==> config.mk <==
export PLATFORM = sky130hd
export DESIGN_NAME = fibo_request_controller
export DESIGN_NICKNAME = d
export VERILOG_FILES = /design/src/rtl/fibo_request_controller.sv
export SDC_FILE = /design/constraint.sdc
export NUM_CORES = 1
export LEC_CHECK = 0
export CAP_MARGIN = 20
export CORE_UTILIZATION = 54
export CTS_BUF_LIST = sky130_fd_sc_hd__clkbuf_2
export CTS_CLUSTER_DIAMETER = 100
export DETAILED_ROUTE_END_ITERATION = 7
export HOLD_SLACK_MARGIN = 0.12
export PLACE_DENSITY_LB_ADDON = 0.1
export SYNTH_ARGS = -nofsm -noshare
export SYNTH_HDL_FRONTEND = slang
export SYNTH_SLANG_ARGS = --single-unit
==> constraint.sdc <==
create_clock -name clk -period 3.3 [get_ports clk]
set_clock_uncertainty 0.05 [all_clocks]
set_input_delay 0.66 -clock clk [delete_from_list [all_inputs] [get_ports clk]]
set_output_delay 0.66 -clock clk [all_outputs]
set_load 0.005 [all_outputs]
==> src/rtl/fibo_request_controller.sv <==
// Batch driver for one fibonacci calculator: runs the calculator once per index and
// streams {index, value, error, last}. Optional history check: FIBO_CTRL_CHECK_EN.
module fibo_request_controller #(
    parameter int IDX_W   = 5,
    parameter int DATA_W  = 16,
    parameter int MAX_IDX = 24,
    parameter int TIMEOUT = 40
) (
    input  logic              clk,
    input  logic              reset_n,
    input  logic              req_valid,
    output logic              req_ready,
    input  logic [IDX_W-1:0]  req_first,
    input  logic [IDX_W-1:0]  req_count,
    output logic              res_valid,
    input  logic              res_ready,
    output logic [IDX_W:0]    res_index,
    output logic [DATA_W-1:0] res_value,
    output logic              res_error,
    output logic              res_last,
    output logic              calc_reset,
    output logic              calc_begin,
    output logic [IDX_W-1:0]  calc_input_s,
    input  logic              calc_done,
    input  logic [DATA_W-1:0] calc_value,
    output logic [2:0]        dbg_state
);

    // Handshakes: a transfer happens on a rising edge where valid and ready are both
    // high; the source holds its payload stable while valid is high and ready is low.

    typedef enum logic [2:0] {
        S_IDLE  = 3'd0,
        S_CHK   = 3'd1,
        S_CLR   = 3'd2,
        S_START = 3'd3,
        S_WAIT  = 3'd4,
        S_OUT   = 3'd5
    } state_e;

    localparam int TMO_W = $clog2(TIMEOUT + 1);
    localparam logic [IDX_W:0]   MAX_IDX_C = (IDX_W + 1)'(MAX_IDX);
    localparam logic [TMO_W-1:0] TMO_LAST  = TMO_W'(TIMEOUT - 1);

    state_e              state_q;
    logic [IDX_W:0]      idx_q;
    logic [IDX_W-1:0]    rem_q;
    logic [TMO_W-1:0]    tmo_q;
    logic                req_ready_q;
    logic                calc_reset_q;
    logic                calc_begin_q;
    logic [IDX_W-1:0]    calc_input_q;
    logic                res_valid_q;
    logic [IDX_W:0]      res_index_q;
    logic [DATA_W-1:0]   res_value_q;
    logic                res_error_q;
    logic                res_last_q;

    logic bad_idx;
    logic tmo_hit;
    logic check_fail;

    assign bad_idx = (idx_q == '0) || (idx_q > MAX_IDX_C);
    assign tmo_hit = (tmo_q == TMO_LAST);

`ifdef FIBO_CTRL_CHECK_EN
    // Two most recent good values of this batch; they are always consecutive indices
    // because any error result wipes the history.
    logic [DATA_W-1:0] hist_old_q;
    logic [DATA_W-1:0] hist_new_q;
    logic [1:0]        hist_n_q;
    logic [DATA_W-1:0] hist_sum;
    logic              hist_push;
    logic              hist_clear;

    assign hist_sum   = hist_old_q + hist_new_q;
    assign check_fail = (hist_n_q == 2'd2) && (calc_value != hist_sum);
    assign hist_push  = (state_q == S_WAIT) && calc_done && !check_fail;
    assign hist_clear = (state_q == S_IDLE)
                     || ((state_q == S_CHK) && bad_idx)
                     || ((state_q == S_WAIT) && calc_done && check_fail)
                     || ((state_q == S_WAIT) && !calc_done && tmo_hit);

    always_ff @(posedge clk or negedge reset_n) begin
        if (!reset_n) begin
            hist_old_q <= '0;
            hist_new_q <= '0;
            hist_n_q   <= 2'd0;
        end else if (hist_clear) begin
            hist_n_q <= 2'd0;
        end else if (hist_push) begin
            hist_old_q <= hist_new_q;
            hist_new_q <= calc_value;
            hist_n_q   <= (hist_n_q == 2'd2) ? 2'd2 : hist_n_q + 2'd1;
        end
    end
`else
    assign check_fail = 1'b0;
`endif

    always_ff @(posedge clk or negedge reset_n) begin
        if (!reset_n) begin
            state_q      <= S_IDLE;
            idx_q        <= '0;
            rem_q        <= '0;
            tmo_q        <= '0;
            req_ready_q  <= 1'b1;
            calc_reset_q <= 1'b1;
            calc_begin_q <= 1'b0;
            calc_input_q <= '0;
            res_valid_q  <= 1'b0;
            res_index_q  <= '0;
            res_value_q  <= '0;
            res_error_q  <= 1'b0;
            res_last_q   <= 1'b0;
        end else begin
            case (state_q)
                S_IDLE: begin
                    calc_reset_q <= 1'b0;
                    if (req_valid && req_ready_q && (req_count != '0)) begin
                        idx_q       <= {1'b0, req_first};
                        rem_q       <= req_count;
                        req_ready_q <= 1'b0;
                        state_q     <= S_CHK;
                    end
                end
                S_CHK: begin
                    if (bad_idx) begin
                        res_valid_q <= 1'b1;
                        res_index_q <= idx_q;
                        res_value_q <= '0;
                        res_error_q <= 1'b1;
                        res_last_q  <= (rem_q == IDX_W'(1));
                        state_q     <= S_OUT;
                    end else begin
                        calc_reset_q <= 1'b1;
                        state_q      <= S_CLR;
                    end
                end
                S_CLR: begin
                    calc_reset_q <= 1'b0;
                    calc_begin_q <= 1'b1;
                    calc_input_q <= idx_q[IDX_W-1:0];
                    state_q      <= S_START;
                end
                S_START: begin
                    calc_begin_q <= 1'b0;
                    tmo_q        <= '0;
                    state_q      <= S_WAIT;
                end
                S_WAIT: begin
                    if (calc_done || tmo_hit) begin
                        res_valid_q <= 1'b1;
                        res_index_q <= idx_q;
                        res_value_q <= calc_done ? calc_value : '0;
                        res_error_q <= calc_done ? check_fail : 1'b1;
                        res_last_q  <= (rem_q == IDX_W'(1));
                        state_q     <= S_OUT;
                    end else begin
                        tmo_q <= tmo_q + 1'b1;
                    end
                end
                S_OUT: begin
                    if (res_ready) begin
                        res_valid_q <= 1'b0;
                        rem_q       <= rem_q - 1'b1;
                        if (res_last_q) begin
                            req_ready_q <= 1'b1;
                            state_q     <= S_IDLE;
                        end else begin
                            idx_q   <= idx_q + 1'b1;
                            state_q <= S_CHK;
                        end
                    end
                end
                default: begin
                    state_q <= S_IDLE;
                end
            endcase
        end
    end

    assign req_ready    = req_ready_q;
    assign res_valid    = res_valid_q;
    assign res_index    = res_index_q;
    assign res_value    = res_value_q;
    assign res_error    = res_error_q;
    assign res_last     = res_last_q;
    assign calc_reset   = calc_reset_q;
    assign calc_begin   = calc_begin_q;
    assign calc_input_s = calc_input_q;
    assign dbg_state    = state_q;

endmodule

**Word level (Yosys, flattened, before mapping)**

Cells that the tools add are included.
Widths: inputs -> output; s select.

- Memories: 0
- Bits in writable memories: 0
- Bits in read-only memories: 0
- Input bits: 31
- Latch bits: 0
- Logic and storage cells: 93
- Register bits after elaboration: 53

- Reduce and logical (&&, ||, !) cells: 22
- Magnitude comparators: 1
- $mul: 0
- Equal/unequal tests: 15
- Bitwise operators: 0
- Div/mod/pow operators: 0
- Add/sub/neg operators: 3
- Muxes and demuxes: 39
- Shift operators: 0

Operators by type and width:

| cell | number |
|---|---|
| $mux 16 | 3 |
| $mux 6 | 6 |
| $pmux 6 s2 | 3 |
| $pmux 16 s2 | 1 |
| $pmux 3 s6 | 1 |
| $ne 2x2->1 const B | 8 |
| $add 6x1->6 const B | 2 |
| $mux 1 | 12 |
| $mux 3 | 4 |
| $reduce_and 4->1 | 3 |
| $mux 5 | 2 |
| $pmux 1 s2 | 5 |
| $pmux 5 s2 | 1 |
| $reduce_bool 2->1 | 5 |
| $reduce_and 3->1 | 3 |
| $eq 3x2->1 const B | 2 |
| $eq 3x3->1 const B | 2 |
| $eq 6x6->1 const B | 1 |
| $gt 6x5->1 const B | 1 |
| $logic_not 6->1 | 1 |
| $eq 5x1->1 const B | 1 |
| $reduce_bool 5->1 | 1 |
| $sub 5x1->5 const B | 1 |
| $reduce_and 2->1 | 2 |
| other kinds (7) | 9 |

**Depth between registers and ports, before layout**

Gate-level depths: netlist of the first run.

- Depth after elaboration: 4
- Depth in mapped cells: 7
- Mapped depth without buffers: 6

**Least setup slack after synthesis of the first run**

No wires, ideal clock.

- Kind: flip-flop to flip-flop
- From: register idx_q[0]
- To: register res_index_q[2], in the netlist res_index[2]
- Data required time: 3.125 ns
- Arrival: 1.864 ns
- Clock period less this slack: 2.040 ns
- Setup slack: 1.260 ns
- Stages on the path, launching flop included: 8
- Path through: dfrtp_1 -> inv_1 -> ha_1 -> or4b_4 -> o211a_2 -> a2bb2oi_2 -> buf_6 -> mux2_4

- Word-level cells in the longest chain between the ends: 4
- Elaborated cells between the ends (all ways): 5
- Classes of those cells: 1 x order compare; 1 x eq/ne; 3 x reduce/logical

Ends and longest elaborated chain:

| what | RTL line | text |
|---|---|---|
| start: declaration | 46 | `logic [IDX_W:0] idx_q;` |
| start signal: assignment | 121 | `idx_q <= {1'b0, req_first};` |
| start signal: assignment | 171 | `idx_q <= idx_q + 1'b1;` |
| $gt 6x5->1 or $logic_not 6->1 (tied branches) | 63 | `assign bad_idx = (idx_q == '0) \|\| (idx_q > MAX_IDX_C);` |
| $logic_or 1x1->1 * | 63 |  |
| $ne 2x2->1 (no line) * | n/a |  |
| $reduce_and 3->1 (no line) * | n/a |  |
| end signal: assignment | 130 | `res_index_q <= idx_q;` |
| end signal: assignment | 154 | `res_index_q <= idx_q;` |
| end: declaration | 54 | `logic [IDX_W:0] res_index_q;` |

Every way passes the cells marked *; elsewhere a longest branch is shown, timed or not.
A chain may end at the register's enable or synchronous reset.

**Worst setup path in the final report of the first run**

- From: register state_q[0], in the netlist dbg_state[0]
- To: output port dbg_state[0]

RTL lines:

| what | RTL line | text |
|---|---|---|
| start: declaration | 45 | `state_e state_q;` |
| start signal: assignment | 103 | `state_q <= S_IDLE;` |
| start signal: assignment | 124 | `state_q <= S_CHK;` |
| start signal: assignment | 134 | `state_q <= S_OUT;` |
| end: declaration | 26 | `output logic [2:0] dbg_state` |

No word-level cell between the ends.

==> summary.txt, run 1 <==
Synth
  – Synth async-reset ratio: 1.00
  – Post-Syn Nets: between 200 and 300
  – Register area share after synthesis: 0.525
  – Yosys warnings: 0
  – #FFs+latches synth: 53
  – Mean Syn Cell Area: around 11 µm²
  – Number of synthesized flops with an enable pin: 0
  – Synth unique cells: 51
  – Synth Cell Area: 2530 µm²
  – Post-synth top flop: dfrtp_1
  – Gate Count Post-Synth: 227

Place
  – Placed instance area: 3200 µm²
  – Dpl ws: 0.688 ns
  – Port bufs: between 60 and 70
  – RePlAce Congestion: 0.903
  – DPL Wire Length: slightly below 4000 µm

Route
  – DRT Pass-1 Iters: 6
  – Routed len/inst: 16.0 µm
  – Routed wire length: about 5500 µm
  – Initial DRC count: 143
  – Vias post-DR: 2021
  – Post-route ant nets: 0
  – DR DRC count: 16
  – Vias/cell: 5.89

Clocking
  – Post-CTS Setup Bufs: 0
  – Num CTS Buffers: 5
  – Clk Latency, worst-skew pair: 0.44 ns
  – Hold buffer count at CTS: 0
  – CTS tree: done
  – CTS clock-pin slew for the worst setup and hold paths: 0.25 ns
  – Buffer depth of the longest clock path: 2
  – Number of clock sinks: between 50 and 60
  – # H-tree levels: 2
  – CTS root buf: clkbuf_2
  – Post_cts resized: 0

Timing
  – Hold Vio Cnt, Final: 0
  – Final worst slack: 0.844 ns
  – Max Clock Freq: 407 MHz
  – Slew @ Worst Pin: 0.716 ns
  – Fin crit share: 0.744
  – Max_slew headroom: 0.516
  – Total Neg Setup Slack: 0 ns
  – RSZ-0062 raised after global routing: false
  – Min cycle time layout: around 2.5 ns
  – Max-slew violation count: 0
  – Setup Viol. Count Final: 0

Cells and area
  – Fill count: 335
  – Multi-input gate area: about 1100 µm²
  – Syn-to-layout area delta: 28.2%
  – Register area: 1330 µm²
  – Layout cells sized above 1: 0.103
  – Layout net count: 326
  – Most frequent cells in the layout: clkdlybuf4s50_1, dfrtp_1, a22o_1
  – Most common cell after layout, fill and taps aside: clkdlybuf4s50_1
  – Final Cell Area: approximately 3200 µm²
  – # diodes: 0

Status
  – Outcome: complete, but fails checks
  – Violated checks: DRC

Power and ir drop
  – Pwr Density: 761 nW/µm²
  – Peak supply drop: 361 µV
  – Overall power: around 2.5 mW
  – Leak Pwr: 1.42 nW

Worst setup path
  – Crit path to: dbg_state[0]
  – Critical path buffers and inverters: 1
  – Setup crit start kind: flip-flop
  – Max FO, Critical Path: 17
  – R2r endpoint: res_index[4]
  – Required time of the critical path: 2.59 ns
  – R2r startpoint: idx_q[0]
  – Kind of cell adding the most delay to the critical path: flip-flops
  – Crit path depth: 1
  – CP Launch Point: dbg_state[0]
  – R2R depth: 7
  – Cell Chain, Critical Path: clkdlybuf4s50_1
  – Critical Path End Type: primary output
  – Crit path kind: reg -> out
  – R2r setup slk: 1.02 ns
  – Slowest stage delay, CP: between 0.7 and 0.8 ns
  – CP max stage cell: dfrtp_1
  – Crit path DAT: 1.75 ns

Global route
  – Global-route wire length before repair: approximately 9000 µm
  – GRT Overall Usage: 0.234
  – Number of global-route vias before repair: 1896
  – Grt total ovfl: 0
  – Initial antenna violation count: 0
  – Largest net degree at the start of global routing: 34

Floorplanning
  – Ports: between 60 and 70
  – Row count: 24
  – Die width: 70.5 µm
  – CORE AREA: 4440 µm²
  – Initial core utilization: 0.570
  – Die ar.: about 5000 µm²
  – Chip height: just over 70 µm

Hold path
  – Worst min path class: in -> async

Flow run
  – Max cap viols: 0
-- stage by stage --
stage,util,hold slack (ns),instances
after global routing,0.730,0.175,343
after global placement,0.721,0.411,335
after floorplan,-,0.314,227
final,0.730,0.170,343
after CTS,0.730,0.177,343
after detailed placement,0.721,0.425,335
-- per-layer routing --
metal	track usage	vias to the layer above	share of wire
met5	0	-	0
met4	0.0794	0	0.013
met3	0.0519	9	0.063
met2	0.357	70	0.45
met1	0.331	976	0.47
li1	-	966	-
-- synth_stat cells (2+ instances only) --
cell type   n  area, µm²
a21oi_1    11       55.1
a22o_1     18        158
a31oi_1     2       12.5
and3_1      3       18.8
buf_2       4       20.0
buf_6       2       22.5
clkbuf_1    6       22.5
dfrtp_1    51       1280
dfstp_2     2       52.6
ha_1        5       62.6
inv_1      12       45.0
mux2_2     10        113
mux2_4      3       45.0
mux2i_1     2       20.0
nand2_1     6       22.5
nand2b_1    2       12.5
nand3_1    10       50.1
nand4_1     3       18.8
nand4b_1    2       17.5
nor2_1     17       63.8
nor3_1      5       25.0
nor4_1      2       12.5
nor4b_1     2       17.5
o2111ai_1   2       17.5
o211ai_1    2       15.0
o21ai_0    10       50.1
o221ai_1    4       35.0
o22ai_1     2       12.5
o2bb2a_1    2       20.0
xor2_1      4       35.0
-- final cells by class --
| cell class | count | share of cell area |
|---|---|---|
| clock buffers | 7 | 0.0108 |
| clock inverters | 1 | 0.00231 |
| inverters | 12 | 0.0139 |
| multi-input cells | 150 | 0.337 |
| flip-flops and latches | 53 | 0.409 |
| well taps | 52 | 0.0200 |
| repair buffers | 68 | 0.207 |
-- state kept, by name, indices dropped and copies added (netlist names) --
register,cells
res_error,1
res_valid,1
calc_input_s,5
calc_begin,1
res_last,1
idx_q,6
req_ready,1
dbg_state,3
tmo_q,6
rem_q,5
res_index,6
calc_reset,1
res_value,16
-- worst min-delay path by stage --
stage,cells past startpoint,startpoint,slack [ns],endpoint
2_1_floorplan,0,reset_n,0.31,calc_begin
3_3_place_gp,1,calc_begin,0.41,calc_begin
3_5_place_dp,1,calc_begin,0.43,calc_begin
4_1_cts,1,reset_n,0.18,tmo_q[5]
5_1_grt,1,reset_n,0.18,tmo_q[5]
6_report,1,reset_n,0.17,tmo_q[3]
-- power breakdown --
part           switching, mW  internal (mW)
logic                  0.465          0.647
registers              0.224          0.875
clock network          0.199         0.0584
total                  0.889           1.58
-- cell families after synthesis --
group                      after synthesis  synth area share
AOI/OAI and AO/OA                       67             0.198
buffers and inverters                   24            0.0435
muxes                                   15            0.0702
DFF                                     53             0.525
and+or+nand+nor                         58             0.122
xor gates and xnor gates                 5            0.0173
adders and majority gates                5            0.0247
(Power assumes the default switching activity.)
==> inputs of run 2 (changes only) <==
Settings changed: CORE_UTILIZATION 54 to 50.
Clock period 3.3 ns to 2.4 ns, I/O delays scaled along.
==> run 2 against run 1 <==
The run now ends clean. Sequential power up 33%. Largest power group unchanged. Clock power up 74%. Setup slack worse by 0.67 ns. Final area up 4.7%. Non-clock buffer count up 13. Die area up 7.8%. Highest routed layer unchanged. Critical path type is now reg -> reg. Sequential share of layout area down 1.8 points. Count of clock-buffer cells in the layout down 1. Hold slack better by 0.23 ns.
==> summary.txt, run 2 (synthesis gave the netlist of run 1 again) <==
Route
  – Routed len/inst: 15.3 µm
  – Routed wire length: 5690 µm
  – DR DRC count: 0
  – Vias/cell: approximately 5.6
  – Post-route ant nets: 0
  – DRT Pass-1 Iters: 4
  – Initial DRC count: 127
  – Vias post-DR: 2083

Power and ir drop
  – Leak Pwr: 1.50 nW
  – Overall power: 3.63 mW
  – Peak supply drop: 676 µV
  – Pwr Density: between 1000 and 1500 nW/µm²

Clocking
  – Post-CTS Setup Bufs: 0
  – # H-tree levels: 2
  – Buffer depth of the longest clock path: 2
  – Num CTS Buffers: 5
  – Number of clock sinks: 53
  – CTS tree: done
  – CTS clock-pin slew for the worst setup and hold paths: 0.25 ns
  – CTS root buf: clkbuf_2
  – Clk Latency, worst-skew pair: 0.44 ns

Cells and area
  – Final Non-Filler Cells: 371
  – Syn-to-layout area delta: 34.2%
  – Final Cell Area: roughly 3400 µm²
  – Number of flip-flops in the largest register: 16
  – Layout cells sized above 1: 0.135
  – Most frequent cells in the layout: clkdlybuf4s50_1, dfrtp_1, a22o_1
  – # diodes: 0
  – Most common cell after layout, fill and taps aside: clkdlybuf4s50_1
  – Layout net count: 339

Worst setup path
  – Critical path buffers and inverters: 2
  – Setup crit start kind: flip-flop
  – Critical Path End Type: flip-flop
  – Cell Chain, Critical Path: inv_1 -> ha_1 -> or4b_4 -> o211a_2 -> a2bb2oi_2 -> buf_4 -> mux2_4
  – Crit path DAT: about 2.5 ns
  – Slowest stage delay, CP: 0.48 ns
  – Crit path kind: reg -> reg
  – Max FO, Critical Path: 7
  – Required time of the critical path: 2.72 ns
  – CP max stage cell: or4b_4
  – Kind of cell adding the most delay to the critical path: simple AND/OR/NAND/NOR gates

Global route
  – Initial antenna violation count: 0
  – Largest net degree at the start of global routing: 39
  – Number of global-route vias before repair: a little under 2000
  – Grt total ovfl: 0
  – GRT Overall Usage: 0.231
  – Global-route wire length before repair: 9430 µm

Floorplanning
  – Die ar.: 5350 µm²
  – Die width: 73.2 µm
  – Ports: 67
  – Row count: 25
  – Initial core utilization: 0.529
  – CORE AREA: approximately 4800 µm²
  – Chip height: 73.2 µm

Flow run
  – Max cap viols: 0

Timing
  – Total Neg Setup Slack: 0 ns
  – Min cycle time layout: 2.23 ns
  – Setup Viol. Count Final: 0
  – Max Clock Freq: 449 MHz
  – Hold Vio Cnt, Final: 0
  – Max-slew violation count: 0
  – Worst hold slack: about 0.40 ns
  – Max_slew headroom: 0.635
  – RSZ-0062 raised after global routing: false
  – Slew @ Worst Pin: 0.546 ns
  – Fin crit share: 0.929

Place
  – Placed instance area: between 3000 and 4000 µm²
  – Port bufs: 66
  – Dpl cells: 362
  – RePlAce Congestion: slightly above 0.9
  – DPL Wire Length: about 4100 µm

Hold path
  – Worst min path class: in -> async

Status
  – Outcome: finished, final reports clean
==> run 2: cell count changes in the layout (fill, tap and decap cells not counted), sizes merged <==
cell	before	now
buf	3	15
bufinv	0	1
clkbuf	7	6
clkinv	0	1
clkinvlp	1	0
dlygate4sd3	0	1
==> run 2: worst paths after layout <==
| check | from | endpoint | slack [ns] | cells after the start |
|---|---|---|---|---|
| setup / recovery | idx_q[1] | res_index[2] | 0.17 | 7 |
| hold / removal | reset_n | tmo_q[4] | 0.40 | 2 |
| setup reg to reg | idx_q[1] | res_index[2] | 0.17 | 7 |
| hold reg to reg | calc_begin | calc_begin | 0.46 | 1 |
| max in group asynchronous | reset_n | res_index[0] | 1.36 | 3 |
| min in group clk | calc_begin | calc_begin | 0.46 | 1 |
==> run 2: cell type report <==
cell class                      count  area [µm²]
Inverter                           12        45.0
Fill cell                         376        1390
Sequential cell                    53        1330
Multi-Input combinational cell    150        1090
Timing Repair Buffer               81         783
Clock inverter                      2        33.8
Tap cell                           67        83.8
Clock buffer                        6        30.0
==> run 2: timing repair <==
item / in CTS / in global routing
hold endpoints to repair: 13 / 0
gates resized for setup: 0 / 0
hold buffers: 1 / 0
==> run 2: through the flow <==
step | worst slack, ns | utilization
after floorplan | 0.360 | -
after global placement | 0.145 | 0.695
after detailed placement | 0.0665 | 0.695
after CTS | 0.137 | 0.710
after global routing | 0.0184 | 0.710
final | 0.171 | 0.710
==> run 2: worst register-to-register path, cell delays in order, from the launching register on <==
cell,delay (ns)
dfrtp_1,0.47
inv_1,0.11
ha_1,0.19
or4b_4,0.48
o211a_2,0.16
a2bb2oi_2,0.22
buf_4,0.20
mux2_4,0.29
==> run 2: power by group <==
part,switching (mW),total (mW),internal [mW]
Clock,0.272,0.450,0.177
Combinational,0.733,1.71,0.981
Sequential,0.259,1.46,1.20
==> run 2: metal layers <==
layer  share of wire  up-vias  wire, µm  GRT usage
met2            0.47       68      2690      0.363
met5               0        -         0          0
li1                -      995         -          -
met4          0.0053        0        30     0.0675
met1            0.47     1016      2670      0.322
met3           0.055        4       311     0.0511
